**config.mk**
```make
export PLATFORM = sky130hd
export DESIGN_NAME = ips2l_sgmii_sig_filter_stretch_v1_1
export DESIGN_NICKNAME = d
export VERILOG_FILES = /design/src/rtl/ips2l_sgmii_sig_filter_stretch_v1_1.sv
export SDC_FILE = /design/constraint.sdc
export NUM_CORES = 1
export LEC_CHECK = 0
export ABC_AREA = 1
export CAP_MARGIN = 20
export CORE_MARGIN = 2
export CORE_UTILIZATION = 37
export DETAILED_ROUTE_END_ITERATION = 16
export GPL_TIMING_DRIVEN = 1
export SYNTH_ARGS = -nofsm -noshare
export SYNTH_HDL_FRONTEND = slang
export SYNTH_SLANG_ARGS = --single-unit
```
**constraint.sdc**
```tcl
create_clock -name i_clk -period 2.07 [get_ports i_clk]
set_input_delay 0.414 -clock i_clk [delete_from_list [all_inputs] [get_ports i_clk]]
set_output_delay 0.414 -clock i_clk [all_outputs]
set_load 0.005 [all_outputs]
```
**src/rtl/ips2l_sgmii_sig_filter_stretch_v1_1.sv**
```systemverilog
// Purpose: per-channel sync, glitch filter and stretcher for slow SGMII status/reset flags.
// Latency: o_sig follows an input change after SYNC_STAGES+FILTER_LEN+1 edges; the trailing edge is held STRETCH_LEN extra.
// Backpressure: none; the block samples every cycle and never stalls.
module ips2l_sgmii_sig_filter_stretch_v1_1 #(
    parameter int                  CH_NUM       = 4,
    parameter int                  SYNC_STAGES  = 2,
    parameter int                  FILTER_LEN   = 3,
    parameter int                  STRETCH_LEN  = 5,
    parameter logic [CH_NUM-1:0]   ACTIVE_LEVEL = {CH_NUM{1'b1}}
) (
    input  logic              i_clk,
    input  logic              i_rst,
    input  logic [CH_NUM-1:0] i_sig,
    output logic [CH_NUM-1:0] o_sig,
    output logic [CH_NUM-1:0] o_sig_rise,
    output logic [CH_NUM-1:0] o_busy
);

    localparam int FCNT_W = (FILTER_LEN > 1) ? $clog2(FILTER_LEN) : 1;
    localparam int SCNT_W = (STRETCH_LEN > 0) ? $clog2(STRETCH_LEN + 1) : 1;
    localparam logic [FCNT_W-1:0] FCNT_MAX = FCNT_W'(FILTER_LEN - 1);
    localparam logic [SCNT_W-1:0] SCNT_MAX = SCNT_W'(STRETCH_LEN);

    // Out-of-range parameters would silently truncate the counters, so stop elaboration instead.
    if (CH_NUM < 1 || CH_NUM > 32) begin : g_bad_ch_num
        $error("CH_NUM must be within 1..32");
    end
    if (SYNC_STAGES < 2) begin : g_bad_sync_stages
        $error("SYNC_STAGES must be at least 2");
    end
    if (FILTER_LEN < 1 || FILTER_LEN > 255) begin : g_bad_filter_len
        $error("FILTER_LEN must be within 1..255");
    end
    if (STRETCH_LEN < 0 || STRETCH_LEN > 255) begin : g_bad_stretch_len
        $error("STRETCH_LEN must be within 0..255");
    end

    logic [SYNC_STAGES-1:0][CH_NUM-1:0] sync_q, sync_d;
    logic [CH_NUM-1:0]                  filt_q, filt_d;
    logic [CH_NUM-1:0][FCNT_W-1:0]      fcnt_q, fcnt_d;
    logic [CH_NUM-1:0][SCNT_W-1:0]      scnt_q, scnt_d;
    logic [CH_NUM-1:0]                  act_q, act_d;
    logic [CH_NUM-1:0]                  sig_q, sig_d;
    logic [CH_NUM-1:0]                  rise_q, rise_d;
    logic [CH_NUM-1:0]                  busy_q, busy_d;
    logic [CH_NUM-1:0]                  samp_act;

    // Shift the raw inputs through the synchroniser chain.
    always_comb begin
        sync_d[0] = i_sig;
        for (int i = 1; i < SYNC_STAGES; i++) begin
            sync_d[i] = sync_q[i-1];
        end
    end

    // Normalise polarity so the rest of the datapath treats 1 as active on every channel.
    always_comb begin
        samp_act = ~(sync_q[SYNC_STAGES-1] ^ ACTIVE_LEVEL);
    end

    // Glitch filter, stretch counter and output shaping, one independent lane per channel.
    always_comb begin
        filt_d = filt_q;
        fcnt_d = fcnt_q;
        scnt_d = scnt_q;
        act_d  = act_q;
        sig_d  = sig_q;
        rise_d = rise_q;
        busy_d = busy_q;
        for (int n = 0; n < CH_NUM; n++) begin
            // A disagreeing sample run must reach FILTER_LEN before the level flips;
            // the counter clears on any agreeing sample so it can never exceed FCNT_MAX.
            if (samp_act[n] == filt_q[n]) begin
                fcnt_d[n] = '0;
            end else if (fcnt_q[n] == FCNT_MAX) begin
                filt_d[n] = samp_act[n];
                fcnt_d[n] = '0;
            end else begin
                fcnt_d[n] = fcnt_q[n] + FCNT_W'(1);
            end

            // Held at full length while active so a re-rise mid-tail restarts the tail.
            if (filt_q[n]) begin
                scnt_d[n] = SCNT_MAX;
            end else if (scnt_q[n] != '0) begin
                scnt_d[n] = scnt_q[n] - SCNT_W'(1);
            end

            act_d[n]  = filt_q[n] | (scnt_q[n] != '0);
            sig_d[n]  = ~(act_d[n] ^ ACTIVE_LEVEL[n]);
            rise_d[n] = act_d[n] & ~act_q[n];
            busy_d[n] = ~filt_q[n] & (scnt_q[n] != '0);
        end
    end

    // State registers; reset drops any filter run or stretch tail in progress.
    always_ff @(posedge i_clk) begin
        if (i_rst) begin
            sync_q <= {SYNC_STAGES{~ACTIVE_LEVEL}};
            filt_q <= '0;
            fcnt_q <= '0;
            scnt_q <= '0;
            act_q  <= '0;
            sig_q  <= ~ACTIVE_LEVEL;
            rise_q <= '0;
            busy_q <= '0;
        end else begin
            sync_q <= sync_d;
            filt_q <= filt_d;
            fcnt_q <= fcnt_d;
            scnt_q <= scnt_d;
            act_q  <= act_d;
            sig_q  <= sig_d;
            rise_q <= rise_d;
            busy_q <= busy_d;
        end
    end

    assign o_sig      = sig_q;
    assign o_sig_rise = rise_q;
    assign o_busy     = busy_q;

endmodule

```
==> run metrics <==
dominant delay contributor by cell family on the critical path buffers and inverters; RSZ-0062 raised after global routing false; initial antenna violation count 0; die area 5462 sq um; Overall Power a little under 3000 uW; Max Clock Freq roughly 640 MHz; Finished Core Util a little under half; fraction of layout instances using a drive strength above 1 8.800%; H-tree Lvls 2; pwr/cell area about 1400 nW/um^2; period utilisation layout 75.40%; startpoint class of the critical path flip-flop; number of setup buffers added after CTS 0; WS Path Type reg2out; register bit count reported by yosys 44; Max Buffers Root-to-Sink 2; Worst Path Buf+Inv 1; clock sinks 44; ranking of synthesized cells by area dfxtp_1 (49%), nor2_1 (11%), ha_1 (11%); first-pass GRT wire length 4.360 mm; DRC 0; Overflow after GRT 0; measured slew at the worst slew-check pin 0.3195 ns; Worst-path clk slew approximately 0.08 ns; initial drt markers 46; minimum clock period roughly 1.6 ns; max incr delay on CP 0.50 ns; syn nets 251; worst skew pair latency a little under 0.3 ns; IO buf count 17; mapped cell area 1808 sq um; worst reg-to-reg setup slack 0.81 ns; Placement Setup Slack around 0.52 ns; clock skew 0.007956 ns; # rows 25; most frequent cells in the layout nor2_1 (54), inv_1 (45), dfxtp_1 (44), nand2_1 (40), clkdlybuf4s50_1 (17); hold-fix buffers at CTS 0; HP Start sync_d[4]; largest area contributor in the synthesized netlist dfxtp_1; commonest non-fill, non-tap cell in the layout nor2_1; Via density 3.943; GRT Resource Usage Total between 10% and 20%; worst path cell trace clkdlybuf4s50_1; WP data required 1.66 ns; number of synthesis warnings 0; DR vias about 1,300; Post-DRT Antenna Nets 0; DIE WIDTH 73.91 microns; crit end category output pin; DRT Pass-1 Iters 4; final slew viol count 0; Worst VDD drop 0.0004057 V; final hold vios 0; Routed WL 2.450 mm; largest net degree at the start of global routing 26; register area share after synthesis 48.72%; Slowest cell on crit path clkdlybuf4s50_1; CTS Buf Count 5; initial core utilization 38.28%; endpoints failing setup 0; n_diodes 0; setup TNS 0 ns; Gate Count Post-Synth 229; Yosys top cell area share 48.72%; slew margin rel. 78.70%; area grow syn2layout 19.10%; CTS tree yes; post-CTS resize count 0; area of the core 4723 sq um; syn_area_per_cell just under 8 sq um; crit path max fanout 2; fillcell total 454; RePlAce Congestion approximately 0.72; Post-DP HPWL 1.785 mm; Max Cap Viol 0; Critical Path Start o_sig[0]; Netlist cell types 14; worst setup margin 0.5092 ns; die height 73.91 microns; worst flop-to-flop path startpoint scnt_q[3]; Final #Nets between 200 and 300; Clock Tree Root clkbuf_8; min-delay worst type reg2reg; status complete, no violations; I/O Pins 18; Worst Path Arrival 1.15 ns; vias in the first global route 1,074; LEAKAGE ~0.001 uW; DR WL/cell between 7 and 8 microns
==> power breakdown <==
| group | leakage, uW | internal [uW] | switching (uW) |
|---|---|---|---|
| Clock | 0.0000642 | 475 | 272 |
| Combinational | 0.000601 | 473 | 539 |
| Sequential | 0.000363 | 1070 | 111 |
==> metal layers <==
layer / vias to the layer above / global-route usage (%) / routed length (microns)
met5: - / 0 / 0
met4: 0 / 6.061 / 65
met3: 7 / 4.664 / 110
met2: 16 / 16.47 / 1040
met1: 521 / 12.32 / 1234
li1: 706 / - / -
==> sequential cells by signal (all words and copies together) (netlist names) <==
signal      count
scnt_q         12
fcnt_q          8
filt_q          4
o_busy          4
o_sig           4
o_sig_rise      4
sync_d          4
sync_q          4
==> final cells by class <==
class,instances,area [sq um],area share [%]
Clock buffer,5,68.82,3.196
Clock inverter,2,60.06,2.789
Inverter,49,191.4,8.890
Multi-Input combinational cell,132,690.7,32.07
Sequential cell,44,880.8,40.91
Tap cell,67,83.83,3.893
Timing Repair Buffer,18,177.7,8.251
==> cell families (layout without fill, tap and decap cells) <==
| kind of cell | after synthesis | after routing | share of synthesized area [%] |
|---|---|---|---|
| buf+inv | 53 | 74 | 13.08 |
| fa+ha+maj | 16 | 16 | 11.07 |
| simple gates | 116 | 116 | 27.13 |
| flops | 44 | 44 | 48.72 |
==> cells in the mapped netlist (all sizes together) <==
cell type and instances:
nand2 40, nand3 8, nor3 8, buf 4
nor2 60, dfxtp 44, ha 16, inv 49
==> path summary, 6_finish.rpt <==
kind	to	depth (start not counted)
setup / recovery	o_sig[0]	1
hold reg to reg	sync_q[4]	2
hold / removal	sync_q[4]	2
setup reg to reg	o_sig_rise[1]	6
==> metrics by stage <==
| stage | hold WS, ns | cells | area [sq um] |
|---|---|---|---|
| 2_1_floorplan | 0.3883 | 229 | 1808 |
| 3_3_place_gp | 0.3908 | 310 | 2024 |
| 3_5_place_dp | 0.3948 | 310 | 2024 |
| 4_1_cts | 0.3975 | 317 | 2153 |
| 5_1_grt | 0.4114 | 317 | 2153 |
| 6_report | 0.3984 | 317 | 2153 |
Power figures use the tool's default switching activity.
